**src/rtl/nonogram_stream_parser.sv**
```systemverilog
// nonogram_stream_parser
// Converts the uart byte stream that describes a nonogram (N, M, then one
// count+clues record per row and per column) into 13-bit BRAM words: one
// header word per line and one word per clue. The board is checked while it
// streams in; a board-done pulse tells the solver the BRAM image is complete.
module nonogram_stream_parser #(
   parameter int MAX_DIM    = 64,
   parameter int ADDR_WIDTH = 16
) (
   input  logic                  clk,
   input  logic                  rst_n,
   input  logic                  axiiv,
   input  logic [7:0]            axiid,
   output logic                  axiovl,
   output logic [12:0]           axiod,
   output logic [ADDR_WIDTH-1:0] axioa,
   output logic                  axiov,
   output logic                  err,
   output logic [7:0]            n_rows,
   output logic [7:0]            n_cols,
   output logic [ADDR_WIDTH-1:0] word_count
);

   typedef enum logic [2:0] {
      S_GET_N,
      S_GET_M,
      S_GET_K,
      S_GET_CLUE,
      S_DONE,
      S_ERR
   } state_e;

   state_e                state_q;
   logic [7:0]            n_rows_q;
   logic [7:0]            n_cols_q;
   logic [7:0]            line_idx_q;
   logic [7:0]            used_q;
   logic [7:0]            remain_q;
   logic [ADDR_WIDTH-1:0] addr_q;
   logic [ADDR_WIDTH-1:0] word_count_q;
   logic [ADDR_WIDTH-1:0] axioa_q;
   logic [12:0]           axiod_q;
   logic                  axiovl_q;
   logic                  axiov_q;
   logic                  err_q;

   logic                  dim_ok;
   logic [7:0]            line_len;
   logic [8:0]            k_max;
   logic                  k_too_big;
   logic [8:0]            used_d;
   logic                  clue_bad;
   logic                  last_line;
   logic                  addr_full;

   // Rows are M cells long, columns are N cells long.
   assign dim_ok    = (axiid != 8'd0) && (32'(axiid) <= MAX_DIM);
   assign line_len  = (line_idx_q < n_rows_q) ? n_cols_q : n_rows_q;
   // K clues need at least K cells plus K-1 gaps, so K <= (len+1)/2.
   assign k_max     = ({1'b0, line_len} + 9'd1) >> 1;
   assign k_too_big = {1'b0, axiid} > k_max;
   // Clues are never zero, so used_q == 0 identifies the first clue of a line
   // (no leading gap). Computed at 9 bits so a large clue cannot wrap.
   assign used_d    = {1'b0, used_q} + {1'b0, axiid} + ((used_q == 8'd0) ? 9'd0 : 9'd1);
   assign clue_bad  = (axiid == 8'd0) || (used_d > {1'b0, line_len});
   assign last_line = ({1'b0, line_idx_q} + 9'd1) == ({1'b0, n_rows_q} + {1'b0, n_cols_q});
   // A write at the all-ones address would push the counter past its range.
   assign addr_full = &addr_q;

   // Parser FSM with registered BRAM write port and status outputs.
   always_ff @(posedge clk or negedge rst_n) begin
      if (!rst_n) begin
         state_q      <= S_GET_N;
         n_rows_q     <= '0;
         n_cols_q     <= '0;
         line_idx_q   <= '0;
         used_q       <= '0;
         remain_q     <= '0;
         addr_q       <= '0;
         word_count_q <= '0;
         axioa_q      <= '0;
         axiod_q      <= '0;
         axiovl_q     <= 1'b0;
         axiov_q      <= 1'b0;
         err_q        <= 1'b0;
      end else begin
         // NOTE: non-blocking assignments only here, so every right-hand side
         // sees the pre-edge register values regardless of statement order.
         axiovl_q <= 1'b0;
         axiov_q  <= 1'b0;
         case (state_q)
            // DONE shares byte handling with GET_N so a new N arriving in the
            // done cycle is not lost.
            S_GET_N, S_DONE: begin
               if (state_q == S_DONE) begin
                  axiov_q      <= 1'b1;
                  word_count_q <= addr_q;
                  addr_q       <= '0;
                  state_q      <= S_GET_N;
               end
               if (axiiv) begin
                  if (dim_ok) begin
                     n_rows_q <= axiid;
                     state_q  <= S_GET_M;
                  end else begin
                     err_q   <= 1'b1;
                     state_q <= S_ERR;
                  end
               end
            end
            S_GET_M: begin
               if (axiiv) begin
                  if (dim_ok) begin
                     n_cols_q   <= axiid;
                     line_idx_q <= '0;
                     state_q    <= S_GET_K;
                  end else begin
                     err_q   <= 1'b1;
                     state_q <= S_ERR;
                  end
               end
            end
            S_GET_K: begin
               if (axiiv) begin
                  if (k_too_big || addr_full) begin
                     err_q   <= 1'b1;
                     state_q <= S_ERR;
                  end else begin
                     axiovl_q <= 1'b1;
                     axiod_q  <= {1'b1, 4'b0000, line_idx_q};
                     axioa_q  <= addr_q;
                     addr_q   <= addr_q + 1'b1;
                     if (axiid == 8'd0) begin
                        line_idx_q <= line_idx_q + 8'd1;
                        state_q    <= last_line ? S_DONE : S_GET_K;
                     end else begin
                        used_q   <= '0;
                        remain_q <= axiid;
                        state_q  <= S_GET_CLUE;
                     end
                  end
               end
            end
            S_GET_CLUE: begin
               if (axiiv) begin
                  if (clue_bad || addr_full) begin
                     err_q   <= 1'b1;
                     state_q <= S_ERR;
                  end else begin
                     axiovl_q <= 1'b1;
                     axiod_q  <= {5'b00000, axiid};
                     axioa_q  <= addr_q;
                     addr_q   <= addr_q + 1'b1;
                     used_q   <= used_d[7:0];
                     remain_q <= remain_q - 8'd1;
                     if (remain_q == 8'd1) begin
                        line_idx_q <= line_idx_q + 8'd1;
                        state_q    <= last_line ? S_DONE : S_GET_K;
                     end
                  end
               end
            end
            // Sticky error: ignore everything until reset.
            S_ERR: begin
               err_q <= 1'b1;
            end
            default: begin
               err_q   <= 1'b1;
               state_q <= S_ERR;
            end
         endcase
      end
   end

   assign axiovl     = axiovl_q;
   assign axiod      = axiod_q;
   assign axioa      = axioa_q;
   assign axiov      = axiov_q;
   assign err        = err_q;
   assign n_rows     = n_rows_q;
   assign n_cols     = n_cols_q;
   assign word_count = word_count_q;

endmodule

```
**config.mk**
```make
export PLATFORM = sky130hd
export DESIGN_NAME = nonogram_stream_parser
export DESIGN_NICKNAME = d
export VERILOG_FILES = /design/src/rtl/nonogram_stream_parser.sv
export SDC_FILE = /design/constraint.sdc
export NUM_CORES = 1
export LEC_CHECK = 0
export CAP_MARGIN = 40
export CORE_UTILIZATION = 39
export CTS_BUF_LIST = sky130_fd_sc_hd__clkbuf_8 sky130_fd_sc_hd__clkbuf_16
export CTS_CLUSTER_SIZE = 8
export DETAILED_ROUTE_END_ITERATION = 8
export GPL_TIMING_DRIVEN = 0
export PLACE_DENSITY_LB_ADDON = 0.15
export SYNTH_ARGS = -nofsm -noshare
export SYNTH_HDL_FRONTEND = slang
export SYNTH_SLANG_ARGS = --single-unit
export TNS_END_PERCENT = 5
```
**constraint.sdc**
```tcl
create_clock -name clk -period 5.3 [get_ports clk]
set_input_delay 1.06 -clock clk [delete_from_list [all_inputs] [get_ports clk]]
set_output_delay 1.06 -clock clk [all_outputs]
set_load 0.02 [all_outputs]
```
==> impl_metrics.tcl <==
set metrics [dict create \
    grt_pass1_vias 5777 \
    grt_max_degree 64 \
    synthMuxAreaShare 0.0424 \
    max_slew.worst_pin.slew_ns 0.704 \
    layout_commonest_cell "nand2_1" \
    route.met3.wl_um 873 \
    yosys_most_used_dff "dfrtp_1" \
    syn_inst 739 \
    drtAntennaViolNets 0 \
    via_per_inst 5.61 \
    synth-seq-area-share 0.390 \
    synthXorXnorAreaFrac 0.0344 \
    holdBufCountCts 0 \
    setup_viol 0 \
    top_layer_used "met4" \
    synth_area_per_cell_um2 8.95 \
    pin_count 75 \
    synth_edf_count 0 \
    root_buffer "clkbuf_16" \
    synth_top_family_by_area "simple AND/OR/NAND/NOR gates" \
    num_rows 47 \
    start_util 0.399 \
    fp.coreArea_um2 16600 \
    cts.sinks 103 \
    post-synth-top-area-cell "dfrtp_1" \
    hpwl_um 13400 \
    totalPowerFinal_mw 3.85 \
    final_area_um2 8030 \
    ir_worst_vdd_mv 0.247 \
    leakage_nw 3.52 \
    critPathRequiredTime_ns 5.54 \
    yosys-top-cells-area "dfrtp_1 39%, ha_1 8.1%, nand2_1 7.6%" \
    final_cell_mix "134 x nand2_1, 98 x dfrtp_1, 68 x clkdlybuf4s50_1, 57 x o21ai_0, 42 x ha_1" \
    h-tree-depth 3 \
    ys_ff_latch 103 \
    rsz0062_at_grt "false" \
    grt_overflow 0 \
    outcome "complete, no violations" \
    clk_pin_slew_worst_paths_ns 0.07 \
    synthAdderAreaFrac 0.0904 \
    portBuffers 70 \
    hp-class "register to register" \
    area_growth_pct 21.4 \
    drv_slew 0 \
    syn_area_um2 6620 \
    place_area_um2 7630 \
    wirelength_um 18000 \
    crit_arrival_ns 5.32 \
    dr.pass1.iters 5 \
    synth_top_area_share 0.390 \
    worstSetupStartpointType "register" \
    final.setup_skew_ns 0.0131 \
    final_nets 884 \
    synth_cell_types 73 \
    clk_path_buf_depth 2 \
    diodes 0 \
    ff2ff_setup_slack_ns 0.22 \
    yosys.area_share.simple 0.219 \
    synthArstFlopShare 1.00 \
    drive_gt1_frac 0.0962 \
    critPathKind "register to register" \
    die_w_um 132 \
    yosysWarningCount 0 \
    p_per_area_nw_per_um2 479 \
    met2_length_um 8570 \
    fin_crit_ns 5.08 \
    relSlewSlack 0.530 \
    synth_compound_area_frac 0.178 \
    die_h_um 132 \
    cap_violations 0 \
    wl_per_cell_um 17.1 \
    drt-met1-wl_um 8220 \
    antenna_found_initial 0 \
    drt_iter0_drc 356 \
    cts_tree "built" \
    critPathCaptureType "register" \
    cts_made_buffers 9 \
    gp_congestion 0.914 \
    grt_pass1_wl_um 29900 \
    insertion_delay_ns 0.36 \
    track_usage 0.214 \
    crit_fanout 10 \
    dieArea_um2 17500 \
    fin_crit_sh 0.958 \
    route.detailed.drc 0 \
    max_freq_mhz 197 \
    hold_violations 0 \
    vias 5898 \
]
timing repair:
action,4_1_cts,5_1_grt
gates resized for setup,11,12
endpoints found under the setup margin,57,63
gates cloned,0,0
pin swaps,0,0
buffers inserted,1,2
power breakdown:
group	switching (mW)	internal (mW)	leakage, nW
clock network	0.332	0.379	0.155
registers	0.192	0.918	1.38
logic	1.15	0.871	1.99
worst max-delay path: stages, from the launching register on:
cell and delay [ns]:
dfrtp_2 0.41, inv_1 0.08, ha_1 0.23, a21o_1 0.16, a21oi_1 0.15, o21ai_1 0.10
o41a_1 0.32, buf_4 0.18, buf_6 0.15, mux2_2 0.26, ha_4 0.16, nand3_1 0.08
or3_1 0.31, a32o_1 0.25, ha_1 0.30, a21oi_1 0.13, o21ai_0 0.10, o21a_1 0.16
or4_4 0.52, buf_6 0.16, o32ai_1 0.29, o31a_1 0.24, a21bo_1 0.21
kinds of logic after synthesis:
family	after synthesis
AOI/OAI and AO/OA	179
xor gates and xnor gates	26
adders and majority gates	46
buffers and inverters	66
DFF	103
muxes	27
other	1
and+or+nand+nor	291
sequential cells by signal, summed over array words and instances, names as in the netlist, 3 cells and up:
signal      count
remain_q        8
line_idx_q      8
addr_q         16
axioa          16
used_q          8
word_count     16
axiod           9
state_q         3
n_rows          8
n_cols          8
final timing paths:
check                          start             to  cells after the start
setup / recovery           n_rows[1]     state_q[2]                     22
hold / removal                   err            err                      1
setup reg to reg           n_rows[1]     state_q[2]                     22
hold reg to reg                  err            err                      1
max in group asynchronous      rst_n  line_idx_q[1]                      2
min in group asynchronous      rst_n         axiovl                      1
metal layers:
metal | track usage | vias to the layer above
met2 | 0.359 | 186
met3 | 0.0369 | 31
met1 | 0.286 | 2857
met4 | 0.0568 | 0
met5 | 0 | -
li1 | - | 2824
synth_stat cells, types with 10 or more instances:
library cell and n:
ha_1 43, buf_2 11, nand2_1 134, xnor2_1 20
inv_1 26, clkbuf_1 18, o21ai_0 58, a21oi_1 37
nor2_1 38, nand4_1 13, nand2b_1 10, mux2i_1 19
dfrtp_1 103, nand3_1 25, or4_1 12
through the flow:
stage	cells	hold slack, ns	util	setup TNS [ns]	setup WS, ns
6_report	1052	0.467	0.484	0	0.225
5_1_grt	1052	0.494	0.484	0	0.0169
4_1_cts	1050	0.471	0.481	0	0.0172
3_5_place_dp	1033	0.451	0.460	-31.78	-0.600
3_3_place_gp	1032	0.452	0.459	-103.62	-0.810
2_1_floorplan	742	0.463	-	0	0.264
final cells by class:
type                       instances  area [um^2]
fill                            1592         8550
sequential                       103         2580
multi-input combinational        573         3780
clock inverter                     7         88.8
tap                              220          275
clock buffer                       9          225
inverter                          28          105
buffer                            38          216
timing repair buffer              74          751
Power figures use the tool's default switching activity.
